===== config.mk =====
export PLATFORM = sky130hd
export DESIGN_NAME = fp_int_to_float_seq_flat
export DESIGN_NICKNAME = d
export VERILOG_FILES = /design/src/rtl/fp_int_to_float_seq_if.sv /design/src/rtl/fp_int_to_float_seq.sv /design/src/flat_wrapper.sv
export SDC_FILE = /design/constraint.sdc
export NUM_CORES = 1
export LEC_CHECK = 0
export ABC_CLOCK_PERIOD_IN_PS = 2850
export BUFFER_PORTS_ARGS = -buffer_cell sky130_fd_sc_hd__buf_2
export CAP_MARGIN = 10
export CELL_PAD_IN_SITES_DETAIL_PLACEMENT = 1
export CELL_PAD_IN_SITES_GLOBAL_PLACEMENT = 1
export CORE_MARGIN = 2
export CORE_UTILIZATION = 45
export CTS_BUF_LIST = sky130_fd_sc_hd__clkbuf_2
export DETAILED_ROUTE_END_ITERATION = 8
export PLACE_DENSITY = 0.86
export SETUP_SLACK_MARGIN = 0.2
export SYNTH_ARGS = -nofsm -noshare
export SYNTH_HDL_FRONTEND = slang
export SYNTH_SLANG_ARGS = --single-unit

===== constraint.sdc =====
create_clock -name CLK -period 2.85 [get_ports CLK]
set_input_delay 0.4275 -clock CLK [delete_from_list [all_inputs] [get_ports CLK]]
set_output_delay 0.4275 -clock CLK [all_outputs]
set_load 0.05 [all_outputs]

===== src/rtl/fp_int_to_float_seq_if.sv =====
// Operand/result handshake bundle for the sequential int-to-binary32 converter.
interface fp_int_to_float_seq_if;
  logic        in_valid;
  logic        in_ready;
  logic [31:0] in_data;
  logic        in_signed;
  logic        out_valid;
  logic        out_ready;
  logic [31:0] out_data;
  logic        out_inexact;

  modport master (
    output in_valid, in_data, in_signed, out_ready,
    input  in_ready, out_valid, out_data, out_inexact
  );

  modport slave (
    input  in_valid, in_data, in_signed, out_ready,
    output in_ready, out_valid, out_data, out_inexact
  );
endinterface


===== src/rtl/fp_int_to_float_seq.sv =====
// Sequential 32-bit int to IEEE-754 binary32 converter, round-to-nearest-even.
// Normalises one bit per cycle, then rounds in a single step.
module fp_int_to_float_seq (
  input  logic                  CLK,
  input  logic                  RESET,
  fp_int_to_float_seq_if.slave  bus
);

  typedef enum logic [1:0] {
    IDLE  = 2'd0,
    NORM  = 2'd1,
    ROUND = 2'd2,
    DONE  = 2'd3
  } state_e;

  state_e      state_q, state_d;
  logic [31:0] mag_q, mag_d;
  logic [7:0]  exp_q, exp_d;
  logic        sign_q, sign_d;
  logic [31:0] out_data_q, out_data_d;
  logic        out_inexact_q, out_inexact_d;

  logic        in_ready_s;
  logic        accept_s;
  logic        sign_in_s;
  logic [31:0] acc_mag_s;
  logic [22:0] rnd_m_s;
  logic        rnd_g_s;
  logic        rnd_st_s;
  logic        rnd_up_s;
  logic [23:0] rnd_sum_s;

  // Nearest-even: bump only above the halfway point, or exactly at it with an odd lsb.
  function automatic logic round_up(input logic lsb, input logic guard, input logic sticky);
    return guard & (sticky | lsb);
  endfunction

  assign in_ready_s      = (state_q == IDLE);
  assign accept_s        = bus.in_valid & in_ready_s;
  assign bus.in_ready    = in_ready_s;
  assign bus.out_valid   = (state_q == DONE);
  assign bus.out_data    = out_data_q;
  assign bus.out_inexact = out_inexact_q;

  // Operand magnitude and rounding datapath
  always_comb begin
    sign_in_s = bus.in_signed & bus.in_data[31];
    acc_mag_s = sign_in_s ? (~bus.in_data + 32'd1) : bus.in_data;
    rnd_m_s   = mag_q[30:8];
    rnd_g_s   = mag_q[7];
    rnd_st_s  = |mag_q[6:0];
    rnd_up_s  = round_up(rnd_m_s[0], rnd_g_s, rnd_st_s);
    rnd_sum_s = {1'b0, rnd_m_s} + {23'd0, rnd_up_s};
  end

  // Next-state and datapath update
  always_comb begin
    state_d       = state_q;
    mag_d         = mag_q;
    exp_d         = exp_q;
    sign_d        = sign_q;
    out_data_d    = out_data_q;
    out_inexact_d = out_inexact_q;
    case (state_q)
      IDLE: begin
        if (accept_s) begin
          sign_d = sign_in_s;
          mag_d  = acc_mag_s;
          exp_d  = 8'd158;
          if (acc_mag_s == 32'd0) begin
            // Zero is always +0, even for a signed operand.
            out_data_d    = 32'd0;
            out_inexact_d = 1'b0;
            state_d       = DONE;
          end else begin
            state_d = NORM;
          end
        end else begin
          state_d = IDLE;
        end
      end
      NORM: begin
        if (mag_q[31]) begin
          state_d = ROUND;
        end else begin
          mag_d = {mag_q[30:0], 1'b0};
          exp_d = exp_q - 8'd1;
        end
      end
      ROUND: begin
        // A carry out of the mantissa leaves it zero and bumps the exponent.
        exp_d         = exp_q + {7'd0, rnd_sum_s[23]};
        out_data_d    = {sign_q, exp_q + {7'd0, rnd_sum_s[23]}, rnd_sum_s[22:0]};
        out_inexact_d = rnd_g_s | rnd_st_s;
        state_d       = DONE;
      end
      DONE: begin
        if (bus.out_ready) begin
          state_d = IDLE;
        end else begin
          state_d = DONE;
        end
      end
      default: begin
        state_d = IDLE;
      end
    endcase
  end

  // State and datapath registers
  always_ff @(posedge CLK or negedge RESET) begin
    if (!RESET) begin
      state_q       <= IDLE;
      mag_q         <= 32'd0;
      exp_q         <= 8'd0;
      sign_q        <= 1'b0;
      out_data_q    <= 32'd0;
      out_inexact_q <= 1'b0;
    end else begin
      state_q       <= state_d;
      mag_q         <= mag_d;
      exp_q         <= exp_d;
      sign_q        <= sign_d;
      out_data_q    <= out_data_d;
      out_inexact_q <= out_inexact_d;
    end
  end

endmodule


===== src/flat_wrapper.sv =====
// flat-port wrapper written by rule: the top's interface ports become plain ports
module fp_int_to_float_seq_flat 
  (CLK, RESET, bus_in_valid, bus_in_data, bus_in_signed, bus_out_ready, bus_in_ready, bus_out_valid, bus_out_data, bus_out_inexact);
  fp_int_to_float_seq_if bus_i ();
  input  logic CLK;
  input  logic RESET;
  input wire logic [$bits(bus_i.in_valid)-1:0] bus_in_valid;
  input wire logic [$bits(bus_i.in_data)-1:0] bus_in_data;
  input wire logic [$bits(bus_i.in_signed)-1:0] bus_in_signed;
  input wire logic [$bits(bus_i.out_ready)-1:0] bus_out_ready;
  output wire logic [$bits(bus_i.in_ready)-1:0] bus_in_ready;
  output wire logic [$bits(bus_i.out_valid)-1:0] bus_out_valid;
  output wire logic [$bits(bus_i.out_data)-1:0] bus_out_data;
  output wire logic [$bits(bus_i.out_inexact)-1:0] bus_out_inexact;
  assign bus_i.in_valid = bus_in_valid;
  assign bus_i.in_data = bus_in_data;
  assign bus_i.in_signed = bus_in_signed;
  assign bus_i.out_ready = bus_out_ready;
  assign bus_in_ready = bus_i.in_ready;
  assign bus_out_valid = bus_i.out_valid;
  assign bus_out_data = bus_i.out_data;
  assign bus_out_inexact = bus_i.out_inexact;
  fp_int_to_float_seq u_core (.CLK(CLK), .RESET(RESET), .bus(bus_i));
endmodule

# ---- Yosys cells after proc, flatten, opt, wreduce, memory -nomap -nowiden
# Cells that the tools add are included.
dict set report op_classes {
  n_addsub 4
  n_mux 18
  reduce_logical 11
  n_eq_ne 7
  bitwise 6
}
# operator n
set op_table {}
lappend op_table {{two-way mux 32 bit} 5}
lappend op_table {{case mux 32 bit (2 select lines)} 2}
lappend op_table {{adder 32 x 1 -> 32 bit (second input constant)} 1}
lappend op_table {{logical NOT 32 bit} 1}
lappend op_table {{inverter 32 bit} 1}
lappend op_table {{adder 23 x 1 -> 24 bit} 1}
lappend op_table {{case mux 8 bit (3 select lines)} 1}
lappend op_table {{two-way mux 8 bit} 2}
lappend op_table {{AND reduction 3 bit} 3}
lappend op_table {{adder 8 x 1 -> 8 bit} 1}
lappend op_table {{two-way mux 2 bit} 4}
lappend op_table {{case mux 2 bit (4 select lines)} 1}
lappend op_table {{subtractor 8 x 1 -> 8 bit (second input constant)} 1}
lappend op_table {{OR reduction 7 bit} 1}
lappend op_table {{inequality test 2 bit (second input constant)} 3}
lappend op_table {{equality test 2 bit (second input constant)} 2}
lappend op_table {{AND reduction 2 bit} 2}
lappend op_table {{nonzero test 2 bit} 2}
lappend op_table {{AND 1 bit} 3}
lappend op_table {{nonzero test 3 bit} 1}
lappend op_table {{equality test 2 x 1 -> 1 bit (second input constant)} 1}
lappend op_table {{logical NOT 2 bit} 1}
lappend op_table {{two-way mux 1 bit} 2}
lappend op_table {{inequality test 2 x 1 -> 1 bit (second input constant)} 1}
lappend op_table {{2 further kinds} 3}
dict set report totals {
  ff_bits 76
  output_inout_bits 35
  in_bits 37
}

# ---- Longest topological paths before layout
# Gate-level depths: netlist (run 1).
dict set report logic_depth {
  ltp_word 7
  ltp_mapped 12
  ltp_nobuf 11
}

# ---- Worst setup path after synthesis (run 1)
# Ideal clock, no wire load.
dict set report synth_timing {
  path_kind {input to register}
  start {input bus_in_data[16]}
  end {register u_core.out_data_q[0] (netlist: u_core.bus.out_data[0])}
  cell_stages 10
  n_path_buf 2
  t_arrival_ns 3.040
  setup_time_ns 0.125
  slack_ns -0.315
  path_cell_list {buf_2 or4_4 nor3_2 nand4_1 o41a_1 nand3_1 nor3_4 a32oi_2 buf_6 mux2_4}
}
dict set report synth_between {
  elab_chain_len 6
}
# item line_no
set synth_lines {}
lappend synth_lines {{from (decl)} flat_wrapper.sv:8} ;# input wire logic [$bits(bus_i.in_data)-1:0] bus_in_data;
lappend synth_lines {{inverter 32 bit} fp_int_to_float_seq.sv:48} ;# acc_mag_s = sign_in_s ? (~bus.in_data + 32'd1) : bus.in_data;
lappend synth_lines {{adder 32 x 1 -> 32 bit} fp_int_to_float_seq.sv:48}
lappend synth_lines {{two-way mux 32 bit *} fp_int_to_float_seq.sv:48}
lappend synth_lines {{logical NOT 32 bit *} fp_int_to_float_seq.sv:70} ;# if (acc_mag_s == 32'd0) begin
lappend synth_lines {{inequality test 2 bit (no source line) *} -}
lappend synth_lines {{AND reduction 3 bit (no source line) *} -}
lappend synth_lines {{to (signal assigned)} fp_int_to_float_seq.sv:124} ;# out_data_q <= out_data_d;
lappend synth_lines {{to (decl)} fp_int_to_float_seq.sv:20} ;# logic [31:0] out_data_q, out_data_d;
# Mark *: on every way between the ends. The rest lies on a longest branch, timed or not.
# A chain may end at the register's enable or synchronous reset.

# ---- Worst setup path in the final report (run 1)
dict set report layout_timing {
  start {input bus_in_data[1]}
  end {register u_core.out_data_q[11] (netlist: u_core.bus.out_data[11])}
}
# The elaborated chain is that of the path after synthesis.

==> load_flow_metrics.sql, run 1 <==
INSERT INTO impl_metrics (metric_group, metric, value, unit) VALUES
('placed_design', 'numPortBuffers', '71', ''),
('floorplanning', 'dieArea', '12600', 'um2'),
('power', 'leakage_power', '3.25', 'nW'),
('sta', 'finalHoldViolations', '11', ''),
('global_route', 'pin_count_of_the_biggest_net_entering_global_routing', '77', ''),
('route', 'drc', '0', ''),
('clock_network', 'clk_root_buffer_cell', 'clkbuf_2', ''),
('clock_network', 'cts-root-to-sink-buffers', '2', ''),
('sta', 'fin_worst_skew', '30.4', 'ps'),
('route', 'route.detailed.vias_per_inst', '5.73', ''),
('worst_setup_path', 'worst_path_max_delay_cell', 'or4_4', ''),
('synth', 'netlist_instances', '632', ''),
('outcome', 'violations', 'hold timing', ''),
('floorplanning', 'die_h', '112', 'um'),
('clock_network', 'clock_insertion_delay_worst_skew', '560', 'ps'),
('placed_design', 'place_congestion', '0.860', ''),
('synth', 'netlist_area', '5280', 'um2'),
('synth', 'yosys_register_bits', '76', ''),
('route', 'ant_nets', '0', ''),
('power', 'power', '6.19', 'mW'),
('worst_setup_path', 'worst_path_largest_cell_delay', '550', 'ps'),
('run', 'drv_cap', '0', ''),
('cells_and_area', 'fin_util', '60.0', '%'),
('sta', 'timing.fmax', '358', 'MHz'),
('placed_design', 'post_dp_cell_area', '6390', 'um2'),
('floorplanning', 'num_io_pins', '72', ''),
('worst_setup_path', 'cp_cell_sequence', 'buf_6 -> or4_4 -> nor4_4 -> buf_4 -> nand3_1 -> o31ai_4 -> nor3b_1 -> o21a_1 -> a32oi_4 -> buf_12 -> clkbuf_16 -> mux2i_1', ''),
('floorplanning', 'core_area', '11400', 'um2'),
('route', 'detailedRoute.firstIterationViolations', '200', ''),
('sta', 'finalCriticalPeriod', '2790', 'ps'),
('outcome', 'outcome', 'finished, violations left', ''),
('global_route', 'grt_first_pass_wirelength', '27400', 'um'),
('route', 'drt-total-wl', '17800', 'um'),
('power', 'powerDensity', '903', 'nW/um2'),
('floorplanning', 'count_of_standard_cell_rows', '39', ''),
('synth', 'synthesis.nets', '679', ''),
('placed_design', 'dpl_worst_slack', '-458', 'ps'),
('sta', 'worst_hold_slack', '-21.7', 'ps'),
('placed_design', 'dp.final_hpwl', '12300', 'um'),
('clock_network', 'cts-htree-levels', '3', ''),
('sta', 'finalSetupViolCount', '0', ''),
('sta', 'finalCritPeriodShare', '97.9', '%'),
('synth', 'synth_edf_count', '0', ''),
('worst_setup_path', 'cp_max_fo', '8', ''),
('clock_network', 'number_of_clock_buffers_inserted_by_tritoncts', '9', ''),
('floorplanning', 'die_w', '112', 'um'),
('cells_and_area', 'nFillCells', '1396', ''),
('worst_setup_path', 'setup_cp_type', 'primary input to flip-flop', ''),
('route', 'wire_per_inst', '19.3', 'um'),
('synth', 'post_synthesis_cell_type_with_the_largest_combined_area', 'dfrtp_1', ''),
('floorplanning', 'initial_core_util', '46.3', '%'),
('sta', 'layout_setup_ws', '59.5', 'ps'),
('clock_network', 'cts.sinks', '76', ''),
('sta', 'worst_slew_pin_slew', '980', 'ps'),
('cells_and_area', 'layoutNonFillerInstCount', '926', ''),
('placed_design', 'dp.cells', '895', ''),
('synth', 'synth.area.top_cells', 'dfrtp_1 36%, nand2_1 6.0%, xnor2_1 5.8%', ''),
('sta', 'final-max-slew-violation-count', '0', ''),
('cells_and_area', 'multi_input_comb_area', '3220', 'um2'),
('route', 'detail_route.first_pass.iterations', '4', ''),
('cells_and_area', 'areaGrowthSynthToFinish', '29.8', '%'),
('clock_network', 'tritoncts', 'yes', ''),
('worst_setup_path', 'endpoint_kind', 'flip-flop', ''),
('global_route', 'globalRouteOverflowTotal', '0', ''),
('global_route', 'first_global_vias', '5532', ''),
('worst_setup_path', 'timing.critical_path.from_type', 'primary input', ''),
('synth', 'mapped_avg_cell_area', '8.36', 'um2'),
('cells_and_area', 'layout.area.seq', '1910', 'um2'),
('cells_and_area', 'final_layout_size_suffix_gt1_share', '30.3', '%'),
('hold_path', 'hold_path_class', 'primary input to async pin', ''),
('synth', 'synth-async-reset-ratio', '100', '%');
## repair_timing
item / in CTS / in global routing
pin swaps: 2 / 6
gates cloned: 0 / 2
endpoints found under the setup margin: 34 / 40
gates resized for setup: 4 / 33
hold endpoints to repair: 0 / 0
buffers inserted: 1 / 11
hold buffers: 0 / 0
## cell type report
class                      count  share of cell area (%)
sequential                    76                    27.8
clock buffer                  10                   0.730
timing repair buffer         175                    18.3
antenna                        1                  0.0365
inverter                      36                    1.97
multi-input combinational    479                    47.1
clock inverter                 6                    1.50
tap                          143                    2.61
## cell usage in the layout (no fill, tap or decap), types with 4 or more instances in the layout
cell      instances
nand4_1           6
or4_4             5
a21oi_1          26
ha_1              8
nor4_1            4
mux2_2            4
nand2_1          85
dfrtp_1          73
buf_4            97
mux2i_1          23
buf_2            68
and2_1            5
clkbuf_2         10
o21ai_0          46
nand3_1          21
xor2_1           20
or3_1            10
nor3_1            8
a22oi_1           4
xnor2_1          33
inv_1            35
and3_1           10
a31oi_1          29
mux2_4            5
o31ai_1           4
nor2_1           53
## routing by layer
layer | part of all wire, % | vias up | track usage [%]
li1 | - | 2516 | -
met3 | 3.3 | 28 | 2.97
met1 | 43 | 2629 | 33.6
met2 | 52 | 136 | 48.0
met4 | 2.1 | 0 | 9.43
met5 | 0 | - | 0
## worst reg2reg max path: cells and delay by family (launching register included)
family | cells | cell delay [ps]
AOI/OAI and AO/OA | 3 | 600
buffers and inverters | 3 | 510
and+or+nand+nor | 3 | 500
DFF | 1 | 460
adders and majority gates | 1 | 200
muxes | 1 | 180
## cell families (layout without fill, tap and decap cells)
| logic type | Yosys count | after routing | share of synthesized area [%] |
|---|---|---|---|
| adder cells (fa/ha/maj) | 10 | 10 | 2.37 |
| flip-flops | 76 | 76 | 36.0 |
| buffers and inverters | 77 | 227 | 5.83 |
| AND/OR/NAND/NOR | 234 | 234 | 22.1 |
| other | 0 | 1 | 0 |
| XOR/XNOR | 55 | 55 | 9.12 |
| multiplexers | 33 | 33 | 6.82 |
| AO/OA/AOI/OAI | 147 | 147 | 17.7 |
## report_power, final
part	total [mW]	internal [mW]	switching, mW
sequential	1.96	1.50	0.464
combinational	3.45	1.24	2.21
clock	0.771	0.375	0.396
total	6.19	3.11	3.08
## sequential cells by signal (all words and copies together) (netlist names)
register,count
u_core.mag_q,32
u_core.bus.out_inexact,1
u_core.bus.out_data,32
u_core.state_q,2
u_core.sign_q,1
u_core.exp_q,8
## path summary, 6_finish.rpt
| kind | startpoint | endpoint | slack (ps) | depth (start not counted) |
|---|---|---|---|---|
| setup reg to reg | u_core.state_q[1] | u_core.bus.out_data[11] | 310 | 11 |
| min in group CLK | bus_in_valid | u_core.state_q[0] | 220 | 3 |
| hold reg to reg | u_core.bus.out_data[21] | u_core.bus.out_data[21] | 530 | 1 |
| max in group asynchronous | RESET | u_core.mag_q[23] | 2170 | 1 |
| setup / recovery | bus_in_data[1] | u_core.bus.out_data[11] | 60 | 12 |
| hold / removal | RESET | u_core.bus.out_data[30] | -20 | 1 |
Power figures use the tool's default switching activity.
==> run 2: changes to the inputs <==
Settings changed: CELL_PAD_IN_SITES_DETAIL_PLACEMENT 1 to unset, CELL_PAD_IN_SITES_GLOBAL_PLACEMENT 1 to unset, CORE_UTILIZATION 45 to 50, PLACE_DENSITY 0.86 to 0.74, SETUP_SLACK_MARGIN 0.2 to 0.3, SLEW_MARGIN set to 15.
==> load_flow_metrics.sql, run 2 (synthesis gave the netlist of run 1 again) <==
INSERT INTO impl_metrics (metric_group, metric, value, unit) VALUES
('global_route', 'globalRouteTotalUtil', '24.8', '%'),
('clock_network', 'worst_setup_hold_path_clk_slew', '210', 'ps'),
('worst_setup_path', 'arrival_time_at_the_worst_endpoint', '3180', 'ps'),
('run', 'drv_cap', '0', ''),
('route', 'ant_nets', '0', ''),
('worst_setup_path', 'r2r_end', 'u_core.exp_q[5]', ''),
('hold_path', 'hold_path_class', 'primary input to flip-flop', ''),
('worst_setup_path', 'endpoint_kind', 'flip-flop', ''),
('worst_setup_path', 'setup_cp_type', 'primary input to flip-flop', ''),
('cells_and_area', 'final_cell_area', '6750', 'um2'),
('worst_setup_path', 'timing.critical_path.from_type', 'primary input', ''),
('global_route', 'antenna_violations_before_repair', '0', ''),
('floorplanning', 'die_w', '107', 'um'),
('sta', 'finalCritPeriodShare', '95.3', '%'),
('clock_network', 'cts-root-to-sink-buffers', '2', ''),
('route', 'detailedRoute.firstIterationViolations', '252', ''),
('placed_design', 'place_congestion', '0.946', ''),
('power', 'vdd_ir_drop_max', '599', 'uV'),
('sta', 'rsz0062_at_grt', 'true', ''),
('cells_and_area', 'layout.nets', '827', ''),
('worst_setup_path', 'worst_path_max_delay_cell', 'or4_4', ''),
('clock_network', 'tritoncts', 'yes', ''),
('power', 'combPwrFrac', '55.4', '%'),
('route', 'wire_per_inst', '15.1', 'um'),
('floorplanning', 'core_area', '10300', 'um2'),
('worst_setup_path', 'worst_path_largest_cell_delay', '540', 'ps'),
('hold_path', 'min_delay_worst_endpoint', 'u_core.state_q[0]', ''),
('floorplanning', 'die_h', '107', 'um'),
('global_route', 'pin_count_of_the_biggest_net_entering_global_routing', '61', ''),
('power', 'leakage_power', '3.23', 'nW'),
('worst_setup_path', 'r2r_setup_slack', '320', 'ps'),
('power', 'powerDensity', '858', 'nW/um2'),
('clock_network', 'cts-htree-levels', '3', ''),
('hold_path', 'worst_hold_path.num_cells', '3', ''),
('worst_setup_path', 'crit_family', 'simple AND/OR/NAND/NOR gates', ''),
('sta', 'final-max-slew-violation-count', '0', ''),
('clock_network', 'clock_insertion_delay_worst_skew', '550', 'ps'),
('placed_design', 'post_dp_cell_area', '6380', 'um2'),
('outcome', 'outcome', 'finished clean', ''),
('clock_network', 'clk_root_buffer_cell', 'clkbuf_2', ''),
('route', 'routed-via-count', '5202', ''),
('route', 'drc', '0', ''),
('cells_and_area', 'areaGrowthSynthToFinish', '27.7', '%'),
('cells_and_area', 'final_layout_size_suffix_gt1_share', '29.7', '%'),
('hold_path', 'worstHoldStart', 'bus_in_valid', ''),
('placed_design', 'numPortBuffers', '71', ''),
('power', 'clock_power_share', '11.7', '%'),
('sta', 'finalSetupViolCount', '0', ''),
('worst_setup_path', 'path_buf_inv', '2', ''),
('floorplanning', 'initial_core_util', '51.4', '%'),
('global_route', 'globalRouteOverflowTotal', '0', ''),
('sta', 'maxSlewHeadroom', '54.3', '%'),
('global_route', 'first_global_vias', '4900', ''),
('sta', 'fin_worst_skew', '21.2', 'ps'),
('power', 'pwr-share-seq', '33.0', '%'),
('power', 'internal-power', '2.97', 'mW'),
('sta', 'timing.fmax', '368', 'MHz'),
('route', 'route.detailed.vias_per_inst', '5.65', ''),
('clock_network', 'cts.sinks', '76', ''),
('worst_setup_path', 'cpMostUsedCell', 'or4_4', ''),
('cells_and_area', 'antenna_cells', '0', ''),
('sta', 'finalCriticalPeriod', '2720', 'ps'),
('placed_design', 'dp.final_hpwl', '10300', 'um'),
('power', 'power.share.switching', '48.7', '%'),
('floorplanning', 'count_of_standard_cell_rows', '37', ''),
('cells_and_area', 'most_used_cells_in_the_layout_excluding_fill_and_tap_cells', '101 x buf_4, 85 x nand2_1, 73 x dfrtp_1', ''),
('worst_setup_path', 'cp.required', '3320', 'ps'),
('route', 'drt-total-wl', '13900', 'um'),
('floorplanning', 'dieArea', '11400', 'um2'),
('sta', 'worst_slew_pin_slew', '686', 'ps'),
('cells_and_area', 'fin_util', '65.6', '%'),
('cells_and_area', 'final_common_cell', 'buf_4', ''),
('route', 'detail_route.first_pass.iterations', '5', ''),
('global_route', 'grt_first_pass_wirelength', '22900', 'um'),
('power', 'total_switching_power', '2.82', 'mW'),
('sta', 'finalHoldViolations', '0', ''),
('worst_setup_path', 'cp_max_fo', '7', ''),
('worst_setup_path', 'r2r_cells', '10', ''),
('clock_network', 'number_of_clock_buffers_inserted_by_tritoncts', '9', ''),
('worst_setup_path', 'cp_cell_sequence', 'buf_6 -> or4_4 -> nor4_4 -> a311oi_1 -> a221o_1 -> or4_4 -> nor3_4 -> a32oi_4 -> clkbuf_16 -> mux2_4', ''),
('worst_setup_path', 'reg2reg_from', 'u_core.mag_q[25]', ''),
('floorplanning', 'num_io_pins', '72', '');
==> run 2: worst reg2reg max path, cell delays in order, from the launching register on <==
cell and delay, ps:
dfrtp_2 450, and3_1 200, and3_1 230, nand4_1 130
nor3_2 230, ha_2 240, nand3_2 130, or3_1 380
a21boi_1 220, o2bb2ai_1 140, a22o_1 140
==> run 2: area by class of cell <==
class / instances / area (um2)
well taps: 136 / 170
repair buffers: 178 / 1230
inverters: 36 / 135
clock inverters: 5 / 76.3
clock buffers: 11 / 55.1
fillers: 879 / 3530
flip-flops and latches: 76 / 1910
multi-input cells: 479 / 3170
==> run 2: power by group through the flow <==
stage | combinational (mW) | clock, mW | sequential, mW
6_report | 3.21 | 0.675 | 1.91
5_1_grt | 3.53 | 0.732 | 1.97
4_1_cts | 3.08 | 0.683 | 1.90
3_5_place_dp | 3.03 | 0 | 1.94
3_3_place_gp | 2.92 | 0 | 1.91
2_1_floorplan | 1.79 | 0 | 2.29
==> run 2: timing repair <==
item                       4_1_cts  5_1_grt
setup endpoints to repair       32       38
gates cloned                     0        1
resized for setup                4       18
pin swaps                        2        7
buffers inserted                 7        8
hold endpoints to repair        27        0
hold buffers                     1        0
==> run 2: routing by layer <==
layer | GRT usage (%) | part of all wire, %
met4 | 7.05 | 1.8
met2 | 41.4 | 48
met3 | 3.16 | 4.6
met1 | 33.8 | 46
met5 | 0 | 0
==> run 2: stage by stage <==
| stage | cells | worst slack (ps) | TNS [ps] | hold slack, ps | total power, mW |
|---|---|---|---|---|---|
| global placement | 888 | -388 | -11640 | 468 | 4.83 |
| CTS | 912 | 183 | 0 | 173 | 5.67 |
| floorplan | 632 | -294 | -5480 | 132 | 4.09 |
| detailed placement | 888 | -462 | -13700 | 476 | 4.96 |
| finish | 921 | 133 | 0 | 197 | 5.79 |
| global route | 921 | 65.2 | 0 | 213 | 6.23 |
==> run 2: worst max-delay path by stage <==
stage                    startpoint                 endpoint  cells past startpoint
finish               bus_in_data[8]  u_core.bus.out_data[29]                     10
CTS                 bus_in_data[18]  u_core.bus.out_data[16]                     11
detailed placement   bus_in_data[8]  u_core.bus.out_data[22]                     11
floorplan           bus_in_data[16]   u_core.bus.out_data[0]                     10
global placement     bus_in_data[8]  u_core.bus.out_data[29]                     10
global route         bus_in_data[8]  u_core.bus.out_data[28]                     11
==> run 3: changes to the inputs <==
Settings changed: ABC_AREA set to 1.
==> load_flow_metrics.sql, run 3 <==
INSERT INTO impl_metrics (metric_group, metric, value, unit) VALUES
('sta', 'rsz0062_at_grt', 'true', ''),
('cells_and_area', 'final_layout_size_suffix_gt1_share', '20.4', '%'),
('sta', 'finalCriticalPeriod', '2860', 'ps'),
('power', 'vdd_ir_drop_max', '532', 'uV'),
('sta', 'finalHoldViolations', '0', ''),
('clock_network', 'tritoncts', 'yes', ''),
('worst_setup_path', 'endpoint_kind', 'flip-flop', ''),
('synth', 'synth_edf_count', '0', ''),
('global_route', 'globalRouteOverflowTotal', '0', ''),
('power', 'powerDensity', '910', 'nW/um2'),
('route', 'detail_route.first_pass.iterations', '6', ''),
('synth', 'yosys_register_bits', '76', ''),
('run', 'drv_cap', '0', ''),
('clock_network', 'worst_setup_hold_path_clk_slew', '210', 'ps'),
('global_route', 'antenna_violations_before_repair', '1', ''),
('worst_setup_path', 'timing.critical_path.from_type', 'flip-flop', ''),
('global_route', 'globalRouteTotalUtil', '25.3', '%'),
('route', 'detailedRoute.firstIterationViolations', '461', ''),
('outcome', 'outcome', 'finished, violations left', ''),
('placed_design', 'place_congestion', '0.887', ''),
('global_route', 'grt_first_pass_wirelength', '23400', 'um'),
('cells_and_area', 'nFillCells', '990', ''),
('cells_and_area', 'final_common_cell', 'nand2_1', ''),
('worst_setup_path', 'r2r_setup_slack', '-5', 'ps'),
('floorplanning', 'die_w', '108', 'um'),
('worst_setup_path', 'r2r_end', 'u_core.exp_q[2]', ''),
('route', 'drt-total-wl', '14700', 'um'),
('synth', 'yosys_most_used_dff', 'dfrtp_1', ''),
('floorplanning', 'num_io_pins', '72', ''),
('sta', 'worst_slew_pin_slew', '954', 'ps'),
('clock_network', 'cts.sinks', '76', ''),
('clock_network', 'cts-root-to-sink-buffers', '2', ''),
('clock_network', 'cts-htree-levels', '3', ''),
('route', 'drc', '0', ''),
('global_route', 'first_global_vias', '5020', ''),
('sta', 'final-max-slew-violation-count', '0', ''),
('power', 'leakage_power', '3.50', 'nW'),
('worst_setup_path', 'arrival_time_at_the_worst_endpoint', '3280', 'ps'),
('sta', 'maxSlewHeadroom', '36.4', '%'),
('synth', 'synth.area.top_cells', 'dfrtp_1 35%, nand2_1 21%, nor2_1 9.8%', ''),
('route', 'ant_nets', '0', ''),
('floorplanning', 'initial_core_util', '51.8', '%'),
('placed_design', 'dp.cells', '1041', ''),
('hold_path', 'hold_path_class', 'primary input to async pin', ''),
('synth', 'netlist_area', '5370', 'um2'),
('cells_and_area', 'layoutNonFillerInstCount', '1099', ''),
('route', 'routed-wl-met3', '818', 'um'),
('synth', 'netlist_instances', '849', ''),
('clock_network', 'clock_insertion_delay_worst_skew', '530', 'ps'),
('worst_setup_path', 'cp_max_fo', '2', ''),
('route', 'met2RoutedLength', '6670', 'um'),
('synth', 'ys_seq_area_share', '35.4', '%'),
('sta', 'timing.fmax', '350', 'MHz'),
('sta', 'layout_setup_ws', '-5.21', 'ps'),
('global_route', 'pin_count_of_the_biggest_net_entering_global_routing', '77', ''),
('synth', 'post-synth-top-count-cell', 'nand2_1', ''),
('floorplanning', 'count_of_standard_cell_rows', '37', ''),
('outcome', 'violations', 'setup timing', ''),
('floorplanning', 'core_area', '10400', 'um2'),
('sta', 'fin_worst_skew', '26.1', 'ps'),
('route', 'route.detailed.vias_per_inst', '5.21', ''),
('cells_and_area', 'areaGrowthSynthToFinish', '22.2', '%'),
('worst_setup_path', 'r2r_cells', '23', ''),
('synth', 'yosysWarnings', '0', ''),
('cells_and_area', 'fin_util', '63.3', '%'),
('synth', 'yosysUniqueCellTypes', '39', ''),
('synth', 'mapped_avg_cell_area', '6.33', 'um2'),
('route', 'detail_route.wirelength.met1', '6770', 'um'),
('synth', 'synthesis.nets', '896', ''),
('synth', 'synth_common_cells', '296 x nand2_1, 140 x nor2_1, 79 x inv_1, 76 x dfrtp_1, 71 x nand3_1', ''),
('worst_setup_path', 'setup_cp_type', 'flip-flop to flip-flop', ''),
('power', 'power', '5.98', 'mW'),
('route', 'routed-via-count', '5731', ''),
('synth', 'synth-async-reset-ratio', '100', '%'),
('clock_network', 'clk_root_buffer_cell', 'clkbuf_2', ''),
('floorplanning', 'die_h', '108', 'um'),
('clock_network', 'cts_hold_buf', '0', ''),
('sta', 'worst_hold_slack', '14.3', 'ps'),
('route', 'wire_per_inst', '13.4', 'um'),
('worst_setup_path', 'reg2reg_from', 'u_core.mag_q[9]', ''),
('route', 'dr.max_layer_used', 'met4', ''),
('clock_network', 'number_of_clock_buffers_inserted_by_tritoncts', '9', ''),
('cells_and_area', 'layout.nets', '1004', ''),
('synth', 'post_synthesis_cell_type_with_the_largest_combined_area', 'dfrtp_1', ''),
('floorplanning', 'dieArea', '11600', 'um2'),
('placed_design', 'dp.final_hpwl', '9970', 'um'),
('synth', 'post-synth-top-area-fraction', '35.4', '%'),
('placed_design', 'numPortBuffers', '71', ''),
('worst_setup_path', 'cp.required', '3270', 'ps'),
('sta', 'finalSetupViolCount', '1', ''),
('sta', 'finalCritPeriodShare', '100', '%'),
('cells_and_area', 'most_used_cells_in_the_layout_excluding_fill_and_tap_cells', '286 x nand2_1, 133 x nor2_1, 76 x dfrtp_1', '');
run 3: final cells by class:
type / count / area (um2) / area share, %
clock buffers: 11 / 55.1 / 0.838
repair buffers: 126 / 851 / 13.0
clock inverters: 5 / 100 / 1.52
well taps: 136 / 170 / 2.59
multi-input cells: 662 / 3180 / 48.4
diodes: 1 / 2.50 / 0.0381
inverters: 82 / 310 / 4.72
flip-flops and latches: 76 / 1900 / 29.0
run 3: per-layer routing:
layer	track usage, %	up-vias
met1	34.7	2564
met2	40.5	182
met4	9.89	0
met5	0	-
met3	3.27	48
li1	-	2937
run 3: kinds of logic (layout without fill, tap and decap cells):
| logic type | count (synthesis) | count (layout) | share of synthesized area [%] |
|---|---|---|---|
| compound gates | 97 | 97 | 10.4 |
| other cells | 0 | 1 | 0 |
| flops | 76 | 76 | 35.4 |
| simple gates | 550 | 550 | 42.4 |
| xor+xnor | 5 | 5 | 0.815 |
| buf+inv | 111 | 224 | 8.64 |
| fa+ha+maj | 10 | 10 | 2.33 |
run 3: worst max-delay path by stage:
stage / startpoint / end / cells after the start
after floorplan: u_core.mag_q[7] / u_core.exp_q[6] / 21
after global routing: u_core.mag_q[7] / u_core.exp_q[7] / 21
final: u_core.mag_q[9] / u_core.exp_q[2] / 23
after CTS: u_core.mag_q[7] / u_core.bus.out_data[9] / 21
after global placement: u_core.mag_q[8] / u_core.exp_q[6] / 21
after detailed placement: u_core.mag_q[9] / u_core.exp_q[6] / 21
run 3: power by group:
group	internal (mW)	leakage (nW)	switching [mW]
sequential	1.52	0.942	0.424
combinational	1.04	2.46	2.23
clock	0.383	0.0959	0.381
run 3: per-stage QoR:
stage	worst slack (ps)	area [um2]	setup TNS [ps]
6_report	-5.21	6570	-5.21
3_5_place_dp	-31.3	5880	-31.3
5_1_grt	-212	6570	-1300
4_1_cts	152	6330	0
3_3_place_gp	111	5880	0
2_1_floorplan	182	5380	0
run 3: critical path, stage by stage (launching register included):
cell,delay (ps)
dfrtp_1,410
nand2_2,70
nor2_4,130
nand2_2,90
nor3_4,200
nand2_2,120
nor2_4,140
nand2_2,80
nor2_4,110
nand2_2,70
nor3_2,110
ha_2,220
ha_4,140
nand2_2,40
inv_2,80
buf_4,110
buf_6,80
buf_4,90
buf_4,100
buf_6,80
buf_6,90
nor3_4,40
inv_1,70
a31oi_1,70
run 3: what timing repair did:
item | in CTS | in global routing
setup buffers | 33 | 8
pin swaps | 5 | 12
endpoints found under the setup margin | 12 | 40
gates resized for setup | 11 | 50
